File: src/rtl/fp_acc_ctrl.sv
// Streaming FP accumulator controller driving a combinational fp_add_sub stage.
// Optional NaN-abort drain mode is enabled by defining FP_ACC_NAN_ABORT_EN.
`timescale 1ns/1ps
module fp_acc_ctrl #(
  parameter int CNT_W = 16
) (
  input  logic             clk,
  input  logic             rst,
  input  logic             in_valid,
  output logic             in_ready,
  input  logic [31:0]      in_data,
  input  logic             in_op,
  input  logic             in_last,
  output logic             out_valid,
  input  logic             out_ready,
  output logic [31:0]      out_sum,
  output logic [CNT_W-1:0] out_count,
  output logic [4:0]       out_flags,
  output logic [31:0]      add_opd1,
  output logic [31:0]      add_opd2,
  output logic             add_op,
  input  logic [31:0]      add_res,
  input  logic             add_ovf,
  input  logic             add_unf,
  input  logic             add_nan,
  input  logic             add_zero
);

  // Handshake: a beat transfers on a rising edge where in_valid && in_ready;
  // a result is consumed on a rising edge where out_valid && out_ready.
`ifdef FP_ACC_NAN_ABORT_EN
  typedef enum logic [1:0] {S_IDLE, S_ACCUM, S_HOLD, S_DRAIN} state_t;
`else
  typedef enum logic [1:0] {S_IDLE, S_ACCUM, S_HOLD} state_t;
`endif

  state_t            state_q, state_d;
  logic [31:0]       acc_q;
  logic [CNT_W-1:0]  count_q, cnt_inc;
  logic              ovf_q, unf_q, nan_q, sat_q;
  logic              ovf_nxt, unf_nxt, nan_nxt, sat_nxt;
  logic              accept, cnt_full;

  assign accept   = in_valid && in_ready;
  assign cnt_full = &count_q;
  assign cnt_inc  = cnt_full ? count_q : count_q + CNT_W'(1);
  assign sat_nxt  = sat_q | cnt_full;
  assign ovf_nxt  = ovf_q | add_ovf;
  assign unf_nxt  = unf_q | add_unf;
  assign nan_nxt  = nan_q | add_nan;

  assign add_opd1 = acc_q;
  assign add_opd2 = in_data;
  assign add_op   = in_op;

`ifdef FP_ACC_NAN_ABORT_EN
  logic abort;
  assign abort = accept && !in_last && add_nan;
`endif

  always_ff @(posedge clk) begin
    if (rst) state_q <= S_IDLE;
    else     state_q <= state_d;
  end

  always_comb begin
    state_d = state_q;
    case (state_q)
      S_IDLE, S_ACCUM: begin
        if (accept) begin
          if (in_last) state_d = S_HOLD;
`ifdef FP_ACC_NAN_ABORT_EN
          else if (abort) state_d = S_DRAIN;
`endif
          else state_d = S_ACCUM;
        end
      end
      S_HOLD: if (out_ready) state_d = S_IDLE;
`ifdef FP_ACC_NAN_ABORT_EN
      S_DRAIN: if (accept && in_last) state_d = S_HOLD;
`endif
      default: state_d = S_IDLE;
    endcase
  end

  always_comb begin
    in_ready = (state_q != S_HOLD);
  end

  always_ff @(posedge clk) begin
    if (rst) begin
      acc_q     <= '0;
      count_q   <= '0;
      ovf_q     <= 1'b0;
      unf_q     <= 1'b0;
      nan_q     <= 1'b0;
      sat_q     <= 1'b0;
      out_valid <= 1'b0;
      out_sum   <= '0;
      out_count <= '0;
      out_flags <= '0;
    end else begin
      case (state_q)
        S_IDLE, S_ACCUM: begin
          if (accept && in_last) begin
            out_sum   <= add_res;
            out_count <= cnt_inc;
            out_flags <= {sat_nxt, ovf_nxt, unf_nxt, nan_nxt, add_zero};
            out_valid <= 1'b1;
            acc_q     <= '0;
            count_q   <= '0;
            ovf_q     <= 1'b0;
            unf_q     <= 1'b0;
            nan_q     <= 1'b0;
            sat_q     <= 1'b0;
          end else if (accept) begin
            acc_q   <= add_res;
            count_q <= cnt_inc;
            ovf_q   <= ovf_nxt;
            unf_q   <= unf_nxt;
            nan_q   <= nan_nxt;
            sat_q   <= sat_nxt;
          end
        end
        S_HOLD: if (out_ready) out_valid <= 1'b0;
`ifdef FP_ACC_NAN_ABORT_EN
        // Beats after the NaN are dropped; the count reflects beats up to the abort.
        S_DRAIN: begin
          if (accept && in_last) begin
            out_sum   <= 32'h7FC0_0000;
            out_count <= count_q;
            out_flags <= {sat_q, ovf_q, unf_q, 1'b1, 1'b0};
            out_valid <= 1'b1;
            acc_q     <= '0;
            count_q   <= '0;
            ovf_q     <= 1'b0;
            unf_q     <= 1'b0;
            nan_q     <= 1'b0;
            sat_q     <= 1'b0;
          end
        end
`endif
        default: ;
      endcase
    end
  end

endmodule

File: config.mk
export PLATFORM = sky130hd
export DESIGN_NAME = fp_acc_ctrl
export DESIGN_NICKNAME = d
export VERILOG_FILES = /design/src/rtl/fp_acc_ctrl.sv
export SDC_FILE = /design/constraint.sdc
export NUM_CORES = 1
export LEC_CHECK = 0
export CAP_MARGIN = 20
export CORE_MARGIN = 2
export CORE_UTILIZATION = 63
export CTS_CLUSTER_SIZE = 8
export DETAILED_ROUTE_END_ITERATION = 10
export DONT_BUFFER_PORTS = 1
export PLACE_DENSITY = 0.89
export SETUP_SLACK_MARGIN = 0.5
export SYNTH_ARGS = -nofsm -noshare
export SYNTH_HDL_FRONTEND = slang
export SYNTH_SLANG_ARGS = --single-unit
File: constraint.sdc
create_clock -name clk -period 2.5 [get_ports clk]
set_clock_uncertainty 0.05 [all_clocks]
set_input_delay 0.25 -clock clk [delete_from_list [all_inputs] [get_ports clk]]
set_output_delay 0.25 -clock clk [all_outputs]
set_load 0.01 [all_outputs]
==> metrics.cfg <==
[status]
status=completed

[die]
dieArea_mm2=0.00803
start_util=0.644
die_x_um=89.6
die_h_um=89.6
core-area_mm2=0.00718
num_io_pins=194
row_count=31

[clock_network]
cts_tree=yes
cts_root_buf=clkbuf_8
cts-buffers-inserted=9
clkLatencyLatePin_ns=0.36
cts_htree_levels=3
clock_sink_count=108
clockBufferDepth=2
path_clk_slew_ns=0.10

[route]
wl_met1_mm=4.95
wl_met2_mm=6.10
highest_layer=met4
drc_errors=0
dr.pass1.iters=5
ant_nets=0
wirelength_mm=12.6
drtIter0Drc=464
met3WireLength_mm=1.27
wire_per_inst_um=18.8
dr_total_vias=4275
vias_per_cell=6.34

[cells_and_area]
final_nets=645
antennaDiodeCount=0
final_cell_mix=nand2_1, dfxtp_1, a21oi_1, dlygate4sd3_1, nand3_1
final_common_cell=nand2_1
area_delta_synth_final_pct=12.1
fin_cells=674
drive_above_1_share=0.0939
fill_cells=558

[synth]
synthFlopType=dfxtp_1
syn_nets=650
synth_area_leaders=dfxtp_1, nand2_1, a21oi_1
synth_warnings=0
yosys.area_share.simple=0.259
async_flop_share=0
synth_edf_count=0
yosysSeqAreaShare=0.468
synth_compound_area_frac=0.171
synth_mux_area_frac=0.00217
synth_xor_area_frac=0.00379
synth-seq-cells=108
yosysTopAreaCell=dfxtp_1
synthCells=575
synth_top_area_frac=0.468
syn-cell-area_mm2=0.00462
syn_area_per_cell_um2=8.03
synth_fa_ha_area_frac=0.00271
synth_top_family_by_area=simple AND/OR/NAND/NOR gates
ys_types=49

[worst_setup_path]
slowest_delay_ns=0.57
cp.required_ns=2.76
cp_data_arrival_time_ns=2.20
startpoint_type=flop
crit_path_end_kind=flop
r2r_slack_ns=0.56
crit_fanout=32
worst_path_max_delay_cell=dlygate4sd3_1
path_class=flop to flop
crit_chain=nand3b_1 -> buf_6 -> nand2_1 -> a21oi_1 -> dlygate4sd3_1

[place]
dp_hpwl_mm=7.37
gp_congestion=0.893
io_buffers=0
dp.cells=610

[sta]
layout_min_cycle_time_ns=1.94
min_period_over_period=0.776
slew_viol_final=0
finalHoldViolCount=0
worstMarginPinSlew_ns=0.685
rsz0062_at_grt=true
max_freq_mhz=515
setup_viol=0
fin_setup_tns_ns=0
relSlewSlack=0.543

[grt]
antenna_found_initial=0
gr-total-overflow=0
grt_first_pass_wirelength_mm=17.8
grt_max_degree=83
track_usage=0.283
grt_pass1_vias=3732

[power]
p_leak_nw=1.81
ir_worst_vdd_mv=0.343
p_per_area_mw_per_mm2=614

[run]
drv_cap=0

[worst_hold_path]
hold_path_class=input port to flop

## Yosys cell counts (7+ instances only)
library cell and count:
or4_1 7, nor2_1 25, nand2_1 119, a31oi_1 9
buf_4 33, a21oi_1 76, clkbuf_1 30, a311oi_1 7
dfxtp_1 108, nand3_1 44, o21ai_0 12, buf_1 7
nor3_1 16, nor4_1 7
## sequential cells by signal (all words and copies together), names as in the netlist
signal     flops
add_opd1      32
count_q       16
nan_q          1
out_count     16
out_flags      5
out_sum       32
out_valid      1
ovf_q          1
sat_q          1
state_q        2
unf_q          1
## what timing repair did
| action | 4_1_cts | 5_1_grt |
|---|---|---|
| hold endpoints to repair | 92 | 0 |
| gates resized for setup | 4 | 19 |
| buffers inserted | 0 | 2 |
| endpoints found under the setup margin | 5 | 23 |
| cloned | 0 | 1 |
| hold buffers | 45 | 0 |
| pin swaps | 0 | 2 |
## per-stage QoR
step                       util  instance area [um^2]  hold slack (ns)  setup WS (ns)  total power, mW
final                     0.722                  5180          0.00907          0.560             3.18
after global routing      0.722                  5180           0.0119          0.464             3.29
after CTS                 0.710                  5090          0.00436          0.485             3.18
after detailed placement  0.616                  4420            0.279          0.357             2.12
after global placement    0.616                  4420            0.277          0.490             2.11
after floorplan               -                  4620            0.313          0.593             2.13
## logic make-up after synthesis
logic type      count (synthesis)
simple gates                  251
mux                             1
fa+ha+maj                       1
compound gates                132
buf+inv                        80
xor+xnor                        2
flops                         108
## path summary, 6_finish.rpt
check        startpoint            to  cells past startpoint
max reg2reg  state_q[1]   out_sum[26]                      5
max          state_q[1]   out_sum[26]                      5
min             add_ovf  out_flags[3]                      2
min reg2reg       unf_q         unf_q                      2
## metal layers
metal / up-vias / track usage
li1: 1979 / -
met1: 1993 / 0.375
met2: 258 / 0.443
met3: 45 / 0.0695
met4: 0 / 0.118
met5: - / 0
## where the power goes
group,switching (mW),internal (mW),total (mW)
Clock,0.620,0.383,1.00
Combinational,0.181,0.121,0.302
Sequential,0.0821,1.79,1.87
Total,0.883,2.30,3.18
## worst max-delay path: cells and delay by family, from the launching register on
family          cells  cell delay [ns]
buf+inv             2             0.85
flops               1             0.52
simple gates        2             0.30
compound gates      1             0.17
## area by class of cell
class / count / area [um^2] / share of cell area
timing repair buffer: 58 / 569 / 0.110
multi-input combinational: 388 / 2110 / 0.408
clock buffer: 10 / 128 / 0.0246
sequential: 108 / 2170 / 0.420
inverter: 5 / 18.8 / 0.00362
clock inverter: 6 / 53.8 / 0.0104
tap: 99 / 124 / 0.0239
Note: power is estimated with default switching activity, not from simulation.
